$ cat src/rtl/branch_operand_scoreboard.sv
// Branch operand scoreboard: tracks in-flight register writes behind ID and
// produces per-source forwarding selects, the ID stall and a stall counter.
module branch_operand_scoreboard #(
  parameter int AW          = 5,
  parameter int NUM_SRC     = 2,
  parameter int DEPTH       = 3,
  parameter int ALU_READY   = 2,
  parameter int LOAD_READY  = 3,
  parameter int BRANCH_ONLY = 1,
  parameter int CNT_W       = 16,
  parameter int SEL_W       = $clog2(DEPTH + 1)
) (
  input  logic                     clk,
  input  logic                     reset,
  input  logic                     id_valid,
  input  logic                     id_is_branch,
  input  logic [NUM_SRC*AW-1:0]    id_src_addr,
  input  logic [NUM_SRC-1:0]       id_src_used,
  input  logic [AW-1:0]            id_dst_addr,
  input  logic                     id_dst_we,
  input  logic                     id_is_load,
  input  logic                     flush,
  input  logic                     pipe_hold,
  output logic [NUM_SRC*SEL_W-1:0] fwd_sel,
  output logic                     stall,
  output logic [CNT_W-1:0]         stall_cnt
);

  // Index k-1 of each vector holds slot k (slot 1 = ID/EX, youngest).
  logic [DEPTH-1:0]         valid_q, valid_d;
  logic [DEPTH-1:0]         we_q, we_d;
  logic [DEPTH-1:0]         ld_q, ld_d;
  logic [DEPTH-1:0][AW-1:0] dst_q, dst_d;
  logic [CNT_W-1:0]         cnt_q, cnt_d;

  logic                     chk_en_s;
  logic                     ins_s;
  logic [NUM_SRC-1:0]       src_stall_s;
  logic                     hit_s;
  logic                     hit_ld_s;
  int                       hit_k_s;

  assign chk_en_s  = id_valid && (id_is_branch || (BRANCH_ONLY == 0));
  assign ins_s     = id_valid && !stall && !flush;
  assign stall_cnt = cnt_q;

  // Youngest-match lookup per source; an unready youngest match stalls.
  always_comb begin
    fwd_sel     = {(NUM_SRC*SEL_W){1'b0}};
    src_stall_s = {NUM_SRC{1'b0}};
    hit_s       = 1'b0;
    hit_ld_s    = 1'b0;
    hit_k_s     = 0;
    for (int i = 0; i < NUM_SRC; i++) begin
      hit_s    = 1'b0;
      hit_ld_s = 1'b0;
      hit_k_s  = 0;
      for (int k = 0; k < DEPTH; k++) begin
        if (!hit_s && valid_q[k] && we_q[k] && (dst_q[k] != {AW{1'b0}}) &&
            (dst_q[k] == id_src_addr[i*AW +: AW]) && id_src_used[i]) begin
          hit_s    = 1'b1;
          hit_ld_s = ld_q[k];
          hit_k_s  = k + 1;
        end else begin
          hit_s    = hit_s;
        end
      end
      if (chk_en_s && hit_s) begin
        if (hit_k_s >= (hit_ld_s ? LOAD_READY : ALU_READY)) begin
          fwd_sel[i*SEL_W +: SEL_W] = SEL_W'(hit_k_s);
        end else begin
          src_stall_s[i] = 1'b1;
        end
      end else begin
        fwd_sel[i*SEL_W +: SEL_W] = {SEL_W{1'b0}};
      end
    end
    stall = |src_stall_s;
  end

  // Shift the scoreboard and count stall cycles unless the pipe is frozen.
  always_comb begin
    valid_d = valid_q;
    we_d    = we_q;
    ld_d    = ld_q;
    dst_d   = dst_q;
    cnt_d   = cnt_q;
    if (!pipe_hold) begin
      for (int k = DEPTH - 1; k > 0; k--) begin
        valid_d[k] = valid_q[k-1];
        we_d[k]    = we_q[k-1];
        ld_d[k]    = ld_q[k-1];
        dst_d[k]   = dst_q[k-1];
      end
      valid_d[0] = ins_s;
      we_d[0]    = id_dst_we && ins_s;
      ld_d[0]    = id_is_load && ins_s;
      dst_d[0]   = id_dst_addr;
      if (stall && (cnt_q != {CNT_W{1'b1}})) begin
        cnt_d = cnt_q + CNT_W'(1);
      end else begin
        cnt_d = cnt_q;
      end
    end else begin
      cnt_d = cnt_q;
    end
  end

  // State registers with synchronous reset.
  always_ff @(posedge clk) begin
    if (reset) begin
      valid_q <= {DEPTH{1'b0}};
      we_q    <= {DEPTH{1'b0}};
      ld_q    <= {DEPTH{1'b0}};
      dst_q   <= {(DEPTH*AW){1'b0}};
      cnt_q   <= {CNT_W{1'b0}};
    end else begin
      valid_q <= valid_d;
      we_q    <= we_d;
      ld_q    <= ld_d;
      dst_q   <= dst_d;
      cnt_q   <= cnt_d;
    end
  end

endmodule

$ cat config.mk
export PLATFORM = sky130hd
export DESIGN_NAME = branch_operand_scoreboard
export DESIGN_NICKNAME = d
export VERILOG_FILES = /design/src/rtl/branch_operand_scoreboard.sv
export SDC_FILE = /design/constraint.sdc
export NUM_CORES = 1
export LEC_CHECK = 0
export CORE_MARGIN = 8
export CORE_UTILIZATION = 55
export CTS_CLUSTER_DIAMETER = 200
export DETAILED_ROUTE_END_ITERATION = 6
export PLACE_DENSITY = 0.85
export SYNTH_ARGS = -nofsm -noshare
export SYNTH_HDL_FRONTEND = slang
export SYNTH_SLANG_ARGS = --single-unit
$ cat constraint.sdc
create_clock -name clk -period 5.4 [get_ports clk]
set_clock_uncertainty 0.05 [all_clocks]
set_input_delay 0.81 -clock clk [delete_from_list [all_inputs] [get_ports clk]]
set_output_delay 0.81 -clock clk [all_outputs]
set_load 0.1 [all_outputs]
==> impl_metrics.tcl, run 1 <==
set metrics [dict create \
    outcome "completed" \
    grt_max_degree 40 \
    synth.most_common_cell "dfxtp_1" \
    critPathBufInv 2 \
    synthesis.nets 283 \
    antenna_found_initial 0 \
    cp.depth 13 \
    synth_common_cells "dfxtp_1, xnor2_1, nor2_1, mux2i_1, a21oi_1" \
    r2r_slack_ps 1970 \
    slew_headroom_pct 34.1 \
    power_frac_clock_pct 40.3 \
    period_share_pct 87.5 \
    ant_nets 0 \
    finalSetupTns_ps 0 \
    synth_cells 255 \
    clock_sinks 40 \
    synth_top_area_share_pct 35.6 \
    dieHeight_um 79.9 \
    path_max_fanout 4 \
    p_comb_share_pct 11.1 \
    clk_pin_slew_worst_paths_ps 80 \
    synth_enable_flop_cells 0 \
    path_class "in -> out" \
    cts_made_buffers 5 \
    slew_violations 0 \
    cts_resized 0 \
    fmaxAchievable_mhz 212 \
    dieArea_mm2 0.00639 \
    cts_max_level 2 \
    hold_viol 0 \
    crit_chain "clkdlybuf4s50_1 -> xnor2_1 -> nand4_1 -> or4_4 -> nor2_1 -> a22oi_1 -> o21ai_0 -> ha_1 -> nor2b_1 -> a21boi_2 -> or3_1 -> nor2b_1 -> buf_12" \
    hold_slack_ps 450 \
    final_cells 351 \
    intPower_mw 0.478 \
    power.total_mw 0.634 \
    worstSetupEndpointType "output port" \
    reg2reg_to "stall_cnt[14]" \
    grt_pass1_wl_mm 9.07 \
    grt.overflow.total 0 \
    setup_viol 0 \
    yosys.area.top_type "dfxtp_1" \
    netlist_top_cells_area "dfxtp_1, xnor2_1, mux2i_1, nor2_1, nand4_1" \
    routed_wl_mm 5.45 \
    synthDistinctLibCells 42 \
    crit_path_top_delay_cell "clkdlybuf4s50_1" \
    rsz0062_at_grt "no" \
    ys_ff_latch 40 \
    min_path_type "reg -> reg" \
    place_inst 343 \
    cp_common_cell "nor2b_1" \
    startpoint_type "input pin" \
    grt_pass1_vias 1971 \
    wl_per_cell_um 15.5 \
    power.switching_mw 0.156 \
    synthFlopType "dfxtp_1" \
    layout.nets 328 \
    coreArea_mm2 0.00397 \
    die_w_um 79.9 \
    finish.utilization_pct 71.6 \
    synth_area_mm2 0.00225 \
    peakVddDrop_v 0.000147 \
    syn_area_per_cell_um2 8.81 \
    worstMarginPinSlew_ps 985 \
    drtPass1Iterations 4 \
    cts_root_buf "clkbuf_8" \
    power_leakage_nw 0.991 \
    worstPathRequired_ps 4540 \
    vias_per_cell 5.82 \
    cp_top_family "simple AND/OR/NAND/NOR gates" \
    min_period_ps 4720 \
    drive_above_1_share_pct 9.97 \
    cap_viol_max_count 0 \
    drc 0 \
    switching_share_pct 24.6 \
    crit_end "stall" \
    hpwl_mm 3.99 \
    p_per_area_mw_per_mm2 223 \
    cts_tree "built" \
    reg2reg_from "dst_q[6]" \
    antenna_cells 0 \
    area_delta_synth_final_pct 26.5 \
    synthArstFlopShare_pct 0 \
    synth_seq_area_share_pct 35.6 \
    ff2ff_path_depth 14 \
    arrival_ps 3860 \
    clockBufferDepth 2 \
    post-cts-setup-buffers 0 \
    track_usage_pct 17.5 \
    place.gp.congestion 0.906 \
    cts_hold_buf 0 \
    crit_path_max_incr_delay_ps 570 \
    io_buffers 45 \
    rows 23 \
    seq_power_share_pct 48.7 \
    clk_latency_ps 300 \
    drtIter0Drc 170 \
    yosysWarnings 0 \
    io_pins 46 \
    startpoint "id_src_addr[2]" \
    vias 2044 \
    initial_utilization_pct 56.6 \
]
==> per-stage QoR <==
stage	cell area [µm²]	setup WS (ps)
2_1_floorplan	2250	65.8
3_3_place_gp	2730	785
3_5_place_dp	2730	693
4_1_cts	2840	685
5_1_grt	2840	379
6_report	2840	677
==> layout by cell type, fill, tap and decap left out, types with 8 or more instances in the layout <==
cell	n
clkdlybuf4s50_1	40
nand4_1	13
a21oi_1	15
nor2_1	29
buf_4	9
o21ai_1	8
or3_1	13
dfxtp_1	40
nand2_1	12
mux2i_1	22
xnor2_1	30
nand3_1	8
==> state kept, by name, indices dropped and copies added, names as in the netlist <==
| name | flops |
|---|---|
| dst_q | 15 |
| ld_q | 3 |
| stall_cnt | 16 |
| valid_q | 3 |
| we_q | 3 |
==> cells by family (layout without fill, tap and decap cells) <==
family	after synthesis	after routing	share of synthesized area, %
AND/OR/NAND/NOR	102	102	24.6
AO/OA/AOI/OAI	41	41	11.8
flip-flops	40	40	35.6
XOR/XNOR	31	31	12.1
multiplexers	23	23	10.3
buffers and inverters	15	61	3.90
adder cells (fa/ha/maj)	3	3	1.67
==> metal layers <==
layer  GRT usage, %  wire length (µm)  vias up
li1               -                 -     1004
met1           21.1              2410      974
met2           29.3              2670       56
met3           3.72               277       10
met4           7.27               101        0
met5              0                 0        -
==> worst min-delay path by stage <==
stage / endpoint / depth (start not counted) / startpoint
2_1_floorplan: we_q[2] / 2 / we_q[2]
3_3_place_gp: we_q[2] / 2 / we_q[2]
3_5_place_dp: stall_cnt[5] / 2 / stall_cnt[5]
4_1_cts: stall_cnt[5] / 2 / stall_cnt[5]
5_1_grt: stall_cnt[9] / 2 / stall_cnt[9]
6_report: stall_cnt[5] / 2 / stall_cnt[5]
==> power by group through the flow <==
stage	clock (mW)	combinational (mW)	sequential, mW
finish	0.255	0.0701	0.309
global placement	0	0.0678	0.315
global route	0.273	0.0761	0.309
CTS	0.259	0.0701	0.309
detailed placement	0	0.0695	0.315
floorplan	0	0.0411	0.313
==> worst reg2reg max path, cell delays in order (launching register included) <==
cell and delay [ps]:
dfxtp_1 380, or4_1 580, nor2_2 160, nor4_2 70, buf_4 150, nand2_1 60, o21ai_0 60, mux2_2 270
ha_1 270, nor2b_1 160, o21a_1 200, o31ai_4 80, buf_4 220, or4_1 500, a21oi_1 160
==> area by class of cell <==
type	count	area, µm²
Fill cell	339	1130
Tap cell	50	62.6
Clock buffer	5	68.8
Inverter	3	11.3
Clock inverter	3	46.3
Timing Repair Buffer	50	488
Sequential cell	40	801
Multi-Input combinational cell	200	1370
(Power assumes the default switching activity.)
==> run 2, diff against run 1 <==
Settings changed: GPL_TIMING_DRIVEN set to 0.
==> run 2 against run 1 <==
Effect of this change: count of clock-buffer cells in the layout unchanged; critical path depth unchanged; critical path type unchanged; largest cell class unchanged; worst setup slack got worse by 300 ps; design area increased by 1.5%; register-to-register slack improved by 170 ps; cell count increased by 1.7%; largest power group unchanged; via count about the same; sequential cell count unchanged; clock power about the same; die area unchanged.
==> impl_metrics.tcl, run 2 (same netlist as run 1, synthesis figures left out) <==
set metrics [dict create \
    layout_common_cells "clkdlybuf4s50_1, dfxtp_1, xnor2_1, nor2_1, mux2i_1" \
    grt.overflow.total 0 \
    critPathBufInv 2 \
    cts_hold_buf 0 \
    hold_path_startpoint "stall_cnt[15]" \
    cts_root_buf "clkbuf_8" \
    rows 23 \
    finalSetupTns_ps 0 \
    vias 2046 \
    clk_pin_slew_worst_paths_ps 80 \
    hold_slack_ps 459 \
    grt_max_degree 15 \
    io_pins 46 \
    initial_utilization_pct 56.6 \
    cts_made_buffers 5 \
    setup_viol 0 \
    path_class "in -> out" \
    place_inst 349 \
    crit_path_top_delay_cell "clkdlybuf4s15_2" \
    slew_headroom_pct 34.5 \
    hpwl_mm 4.16 \
    cts_max_level 2 \
    holdPathStages 2 \
    cp_top_family "simple AND/OR/NAND/NOR gates" \
    path_max_fanout 4 \
    min_period_ps 5030 \
    holdPathEnd "stall_cnt[15]" \
    peakVddDrop_v 0.000169 \
    hold_viol 0 \
    cap_viol_max_count 0 \
    largest_reg_flops 16 \
    power_leakage_nw 1.02 \
    arrival_ps 4170 \
    clk_latency_ps 300 \
    fmaxAchievable_mhz 199 \
    routed_wl_mm 5.54 \
    worstMarginPinSlew_ps 980 \
    crit_path_max_incr_delay_ps 570 \
    vias_per_cell 5.73 \
    rsz0062_at_grt "no" \
    reg2reg_from "dst_q[11]" \
    grt_pass1_wl_mm 9.18 \
    antenna_cells 0 \
    track_usage_pct 17.7 \
    mostFrequentLayoutCell "clkdlybuf4s50_1" \
    ant_nets 0 \
    io_buffers 44 \
    r2r_slack_ps 2140 \
    finish.utilization_pct 72.7 \
    wl_per_cell_um 15.5 \
    antenna_found_initial 0 \
    dieHeight_um 79.9 \
    drtIter0Drc 116 \
    slew_violations 0 \
    drtPass1Iterations 5 \
    cts_tree "built" \
    startpoint_type "input pin" \
    place.gp.congestion 0.897 \
    period_share_pct 93.1 \
    outcome "completed" \
    coreArea_mm2 0.00397 \
    drive_above_1_share_pct 8.14 \
    cp_common_cell "nor2b_1" \
    worstSetupEndpointType "output port" \
    min_path_type "reg -> reg" \
    final_cells 357 \
    reg2reg_to "stall_cnt[15]" \
    dieArea_mm2 0.00639 \
    p_per_area_mw_per_mm2 218 \
    die_w_um 79.9 \
    crit_chain "clkdlybuf4s50_1 -> xnor2_1 -> nand4_1 -> or4_4 -> nor2_1 -> a22oi_1 -> o21ai_0 -> ha_1 -> nor2b_1 -> a21boi_2 -> or3_1 -> nor2b_1 -> clkdlybuf4s15_2" \
    grt_pass1_vias 1979 \
    clock_sinks 40 \
    layout.nets 334 \
    clockBufferDepth 2 \
    worstPathRequired_ps 4540 \
    area_delta_synth_final_pct 28.4 \
    drc 0 \
    ff2ff_path_depth 13 \
]
==> run 2: changes by cell type in the layout (fill, tap and decap cells not counted), moves of 2 or more <==
| cell | delta |
|---|---|
| clkbuf_1 | +7 |
| clkinv_4 | +2 |
| dlymetal6s2s_1 | +2 |
| buf_4 | -9 |
| buf_1 | +2 |
| buf_6 | +2 |
==> run 2: tightest hold or removal path: stages (launching register included) <==
cell and delay [ps]:
dfxtp_1 340, o31ai_1 70, a21oi_1 50
==> run 2: metal layers <==
metal	global-route usage (%)	up-vias	share of wire [%]
met2	29.1	62	45
li1	-	1022	-
met3	5.63	13	7.0
met4	7.82	0	2.5
met5	0	-	0
met1	20.5	949	45
==> run 2: power breakdown <==
group,internal (mW),switching [mW]
registers,0.300,0.00870
logic,0.0384,0.0309
clock network,0.139,0.112
total,0.478,0.152
==> run 2: layout make-up <==
type / instances / area [µm²]
clock inverter: 3 / 47.5
timing repair buffer: 44 / 447
tap: 50 / 62.6
inverter: 3 / 11.3
multi-input combinational: 200 / 1370
fill: 346 / 1090
sequential: 40 / 801
clock buffer: 5 / 68.8
buffer: 12 / 76.3
==> run 2: worst max path at each step <==
| stage | startpoint | to | slack (ps) | cells past startpoint |
|---|---|---|---|---|
| after floorplan | id_src_addr[0] | fwd_sel[0] | 70 | 4 |
| after global placement | id_src_addr[5] | stall | -250 | 13 |
| after detailed placement | id_src_addr[5] | stall | -310 | 13 |
| after CTS | id_src_addr[2] | fwd_sel[1] | 190 | 11 |
| after global routing | id_src_addr[5] | stall | 170 | 12 |
| final | id_src_addr[0] | stall | 370 | 13 |
==> run 2: metrics by stage <==
step / total power, mW / cell area [µm²] / worst slack (ps)
3_5_place_dp: 0.384 / 2760 / -314
3_3_place_gp: 0.384 / 2760 / -246
6_report: 0.630 / 2890 / 372
4_1_cts: 0.636 / 2870 / 194
2_1_floorplan: 0.354 / 2250 / 65.8
5_1_grt: 0.657 / 2890 / 174
==> run 2: what timing repair did <==
item,4_1_cts,5_1_grt
buffers inserted,0,0
resized for setup,3,3
setup endpoints to repair,1,3
pin swaps,0,0
